## src/rtl/sha256_padder.sv

```systemverilog
// rtl/sha256_padder.sv - streaming SHA-256 message padder and 512-bit block former
module sha256_padder (
    input  logic         clk,
    input  logic         reset,
    input  logic         in_valid,
    output logic         in_ready,
    input  logic [31:0]  in_data,
    input  logic         in_last,
    input  logic [2:0]   in_nbytes,
    output logic         blk_valid,
    input  logic         blk_ready,
    output logic [511:0] blk_data,
    output logic         blk_first,
    output logic         blk_last
);

    typedef enum logic [1:0] {
        FILL      = 2'd0,
        EMIT      = 2'd1,
        EMIT_PEND = 2'd2,
        EMIT_LAST = 2'd3
    } state_t;

    state_t         state_q, state_d;
    logic [511:0]   buf_q, buf_d;
    logic [3:0]     wptr_q, wptr_d;
    logic [63:0]    cnt_q, cnt_d;
    logic           first_q, first_d;
    logic           full_q, full_d;

    logic [2:0]     nb;
    logic [6:0]     m;
    logic [63:0]    cnt_new;
    logic [511:0]   word_blk;
    logic [511:0]   last_blk;
    logic           accept;

    always_comb begin
        nb       = 3'd4;
        if (in_last && in_nbytes <= 3'd4) begin
            nb = in_nbytes;
        end
        m        = {1'b0, wptr_q, 2'b00} + {4'd0, nb};
        cnt_new  = cnt_q + {61'd0, nb};

        word_blk = buf_q;
        for (int i = 0; i < 16; i++) begin
            if (4'(i) == wptr_q) begin
                word_blk[511 - 32*i -: 32] = in_data;
            end
        end

        // Bytes at m and beyond are replaced: the pad byte at m, zeros after it.
        last_blk = word_blk;
        for (int b = 0; b < 64; b++) begin
            if (7'(b) == m) begin
                last_blk[511 - 8*b -: 8] = 8'h80;
            end else if (7'(b) > m) begin
                last_blk[511 - 8*b -: 8] = 8'h00;
            end
        end
        if (m <= 7'd55) begin
            last_blk[63:0] = {cnt_new[60:0], 3'b000};
        end
    end

    always_comb begin
        state_d   = state_q;
        buf_d     = buf_q;
        wptr_d    = wptr_q;
        cnt_d     = cnt_q;
        first_d   = first_q;
        full_d    = full_q;
        in_ready  = 1'b0;
        blk_valid = 1'b0;
        blk_last  = 1'b0;
        accept    = 1'b0;

        case (state_q)
            FILL: begin
                in_ready = ~reset;
                accept   = in_valid & ~reset;
                if (accept) begin
                    cnt_d = cnt_new;
                    if (in_last) begin
                        buf_d   = last_blk;
                        full_d  = (m == 7'd64);
                        state_d = (m <= 7'd55) ? EMIT_LAST : EMIT_PEND;
                    end else begin
                        buf_d  = word_blk;
                        wptr_d = wptr_q + 4'd1;
                        if (wptr_q == 4'd15) begin
                            state_d = EMIT;
                        end
                    end
                end
            end
            EMIT: begin
                blk_valid = ~reset;
                if (blk_ready) begin
                    wptr_d  = 4'd0;
                    first_d = 1'b0;
                    state_d = FILL;
                end
            end
            EMIT_PEND: begin
                blk_valid = ~reset;
                if (blk_ready) begin
                    // Overflow block: only the length, plus the pad byte if it did not fit.
                    buf_d        = '0;
                    buf_d[63:0]  = {cnt_q[60:0], 3'b000};
                    if (full_q) begin
                        buf_d[511:480] = 32'h8000_0000;
                    end
                    first_d = 1'b0;
                    state_d = EMIT_LAST;
                end
            end
            EMIT_LAST: begin
                blk_valid = ~reset;
                blk_last  = ~reset;
                if (blk_ready) begin
                    cnt_d   = '0;
                    wptr_d  = 4'd0;
                    first_d = 1'b1;
                    state_d = FILL;
                end
            end
            default: state_d = FILL;
        endcase

        blk_first = blk_valid & first_q;
        blk_data  = reset ? '0 : buf_q;
    end

    always_ff @(posedge clk) begin
        if (reset) begin
            state_q <= FILL;
            buf_q   <= '0;
            wptr_q  <= '0;
            cnt_q   <= '0;
            first_q <= 1'b1;
            full_q  <= 1'b0;
        end else begin
            state_q <= state_d;
            buf_q   <= buf_d;
            wptr_q  <= wptr_d;
            cnt_q   <= cnt_d;
            first_q <= first_d;
            full_q  <= full_d;
        end
    end

endmodule
```

## config.mk

```make
export PLATFORM = sky130hd
export DESIGN_NAME = sha256_padder
export DESIGN_NICKNAME = d
export VERILOG_FILES = /design/src/rtl/sha256_padder.sv
export SDC_FILE = /design/constraint.sdc
export NUM_CORES = 2
export LEC_CHECK = 0
export ABC_AREA = 1
export CORE_MARGIN = 3
export CORE_UTILIZATION = 25
export DETAILED_ROUTE_END_ITERATION = 10
export PLACE_DENSITY = 0.52
export SKIP_CTS_REPAIR_TIMING = 1
export SLEW_MARGIN = 20
export SYNTH_ARGS = -nofsm -noshare
export SYNTH_HDL_FRONTEND = slang
export SYNTH_SLANG_ARGS = --single-unit
export TNS_END_PERCENT = 30
```

## constraint.sdc

```tcl
create_clock -name clk -period 6.25 [get_ports clk]
set_clock_uncertainty 0.15 [all_clocks]
set_input_delay 1.25 -clock clk [delete_from_list [all_inputs] [get_ports clk]]
set_output_delay 1.25 -clock clk [all_outputs]
set_load 0.005 [all_outputs]
```

==> results.json <==
{
  "hp-start": "cnt_q[53]",
  "wirelength_um": 178000,
  "hold_viol_final": 0,
  "rsz0062_at_grt": "false",
  "regToRegSetupSlack_ns": 2.24,
  "synth.top_cell.area_share_pct": 35.5,
  "synthesis.nets": 5315,
  "critPathRequiredTime_ns": 6.68,
  "synth_ff_type": "dfxtp_1",
  "worstPathArrival_ns": 5.05,
  "drc": 0,
  "ir_worst_vdd_mv": 0.248,
  "slowest_stage": "clkdlybuf4s50_1",
  "antenna_left": 0,
  "hold_end": "cnt_q[53]",
  "crit_fanout": 34,
  "num_rows": 132,
  "grt_start_max_net_pins": 140,
  "setup_viol": 0,
  "finalPower_w": 0.0124,
  "hp-class": "flip-flop to flip-flop",
  "track_usage_pct": 25.1,
  "htree_num_levels": 3,
  "r2r-end": "buf_q[297]",
  "multi_input_area_um2": 17200,
  "yosysUniqueCellTypes": 60,
  "power_density_nw_per_um2": 291,
  "max_cap_viol_count": 0,
  "avgSynthCellArea_um2": 6.22,
  "io-pin-count": 556,
  "dp_cells": 7333,
  "core_area_um2": 130000,
  "ctsLongestPathBuffers": 3,
  "rr_startpoint": "state_q[0]",
  "cts_buffers": 77,
  "ys_seq_area_share_pct": 35.5,
  "cts.sinks": 581,
  "hold_depth": 2,
  "crit_chain": "clkdlybuf4s50_1, inv_1, nand2_1, ha_1, ha_1, inv_1, nand2_1, nand2_4, nand2_4, inv_2, nand2_2, nand2_2, inv_2, nand2_2, inv_2, buf_4, nand2_1, nand3_1, nand2_1, nand2_1",
  "overflow": 0,
  "cts_root_buf": "clkbuf_16",
  "areaGrowthSynthToFinish_pct": 30.2,
  "max_stage_delay_ns": 0.65,
  "path_class": "input port to flip-flop",
  "mappedNetlistArea_um2": 32700,
  "synth.area.top_cells": "dfxtp_1, nand2_1, inv_1",
  "leakage_nw": 16.9,
  "period_share_pct": 73.8,
  "n_fill_cell": 14200,
  "cp_top_family": "buffers and inverters",
  "die_x_um": 368,
  "grt_pass1_wl_um": 249000,
  "endpoint_kind": "flip-flop",
  "synthArstFlopShare_pct": 0,
  "die_y_um": 368,
  "start_util_pct": 25.2,
  "ys_warn_count": 0,
  "startpoint_type": "input port",
  "yosysTopAreaCell": "dfxtp_1",
  "wl_per_cell_um": 23.8,
  "critPathBufInv": 7,
  "fmax_mhz": 217,
  "r2r_cells": 11,
  "grt_pass1_vias": 33300,
  "dieArea_um2": 135000,
  "cts_tree": "yes",
  "clk_latency_ns": 0.65,
  "hold_ws_ns": 0.331,
  "nets": 5724,
  "place_congestion": 0.968,
  "place_hpwl_um": 128000,
  "synth_seq_cells": 581,
  "antenna_found_initial": 16,
  "relSlewSlack_pct": 18.6,
  "crit_top_cell": "nand2_1",
  "viasPerCell": 4.92,
  "fin_util_pct": 32.8,
  "cts.clk_slew.worst_paths_ns": 0.06,
  "drtIter0Drc": 3986,
  "fin_cells": 7478,
  "vias": 36800,
  "regArea_um2": 11600,
  "worst_slew_pin_slew_ns": 1.22,
  "io_buffers": 555,
  "drive_gt1_share_pct": 5.85,
  "drv_slew": 0,
  "netlist_instances": 5262,
  "firstDrtPassIters": 6,
  "timing.setup.tns_ns": 0,
  "min_period_ns": 4.61,
  "synth_edf_count": 0,
  "outcome": "finished, final reports clean"
}
## worst max path at each step
| stage | start | to | cells past startpoint |
|---|---|---|---|
| after floorplan | in_last | buf_q[59] | 16 |
| after global placement | in_nbytes[2] | buf_q[55] | 20 |
| after detailed placement | in_nbytes[2] | buf_q[55] | 20 |
| after CTS | in_nbytes[2] | buf_q[55] | 20 |
| after global routing | in_nbytes[2] | buf_q[40] | 20 |
| final | in_nbytes[2] | buf_q[55] | 20 |
## layer usage
metal / GRT usage, % / routed length, um / vias to the layer above
met2: 40.8 / 81700 / 1406
met3: 4.82 / 13400 / 263
met4: 9.65 / 7210 / 4
li1: - / - / 17500
met1: 32.7 / 75400 / 17600
met5: 0 / 31 / -
## cells by family after synthesis
family	synth area share [%]
and+or+nand+nor	30.9
buffers and inverters	12.4
AOI/OAI and AO/OA	19.6
DFF	35.5
xor gates and xnor gates	1.10
adders and majority gates	0.497
## stage by stage
step	setup slack, ns	instance area, um^2
after floorplan	1.97	32700
after global placement	1.14	40000
after detailed placement	1.08	40000
after CTS	1.77	42600
after global routing	1.46	42600
final	1.64	42600
## power breakdown
part	switching (W)	total (W)	internal (W)
registers	0.0000728	0.00398	0.00391
clock network	0.00191	0.00460	0.00269
logic	0.00295	0.00384	0.000885
## cell usage after synthesis, drive strengths merged (41+ instances only)
cell type / instances
a21oi: 170
a32o: 62
buf: 52
clkbuf: 257
dfxtp: 581
inv: 742
nand2: 1647
nand3: 96
nor2: 708
nor3: 41
o2111ai: 44
o211ai: 153
o21ai: 497
## flip-flops by register name (all words and copies together) (netlist names)
name / flops
wptr_q: 4
state_q: 2
full_q: 1
first_q: 1
cnt_q: 61
buf_q: 512
## placed cells by master, fill, tap and decap left out, types with 21 or more instances in the layout
cell,n
clkdlybuf4s50_1,552
a22o_1,21
inv_1,712
nor2_1,668
a21oi_1,159
xor2_1,40
o2111ai_1,44
a32o_1,62
o21ai_0,435
inv_2,29
nand3_1,92
o211ai_1,153
clkbuf_16,78
o21ai_1,60
nand4_1,30
nand2_1,1621
dfxtp_1,581
nor3_1,34
buf_4,77
## area by class of cell
class | count | area share [%]
multi-input cells | 3617 | 40.3
flip-flops and latches | 581 | 27.3
repair buffers | 639 | 14.7
inverters | 755 | 6.65
clock buffers | 110 | 5.21
well taps | 1742 | 5.11
clock inverters | 29 | 0.751
diodes | 5 | 0.0294
## worst reg2reg max path, cell delays in order (launching register included)
cell	delay, ns
dfxtp_1	0.34
inv_1	0.12
ha_1	0.49
inv_1	0.35
o21ai_1	0.31
nand2_4	0.12
inv_2	0.32
nand2_4	0.11
inv_4	0.34
nand2_1	0.46
a21oi_2	0.61
a32o_1	0.26
(Power assumes the default switching activity.)
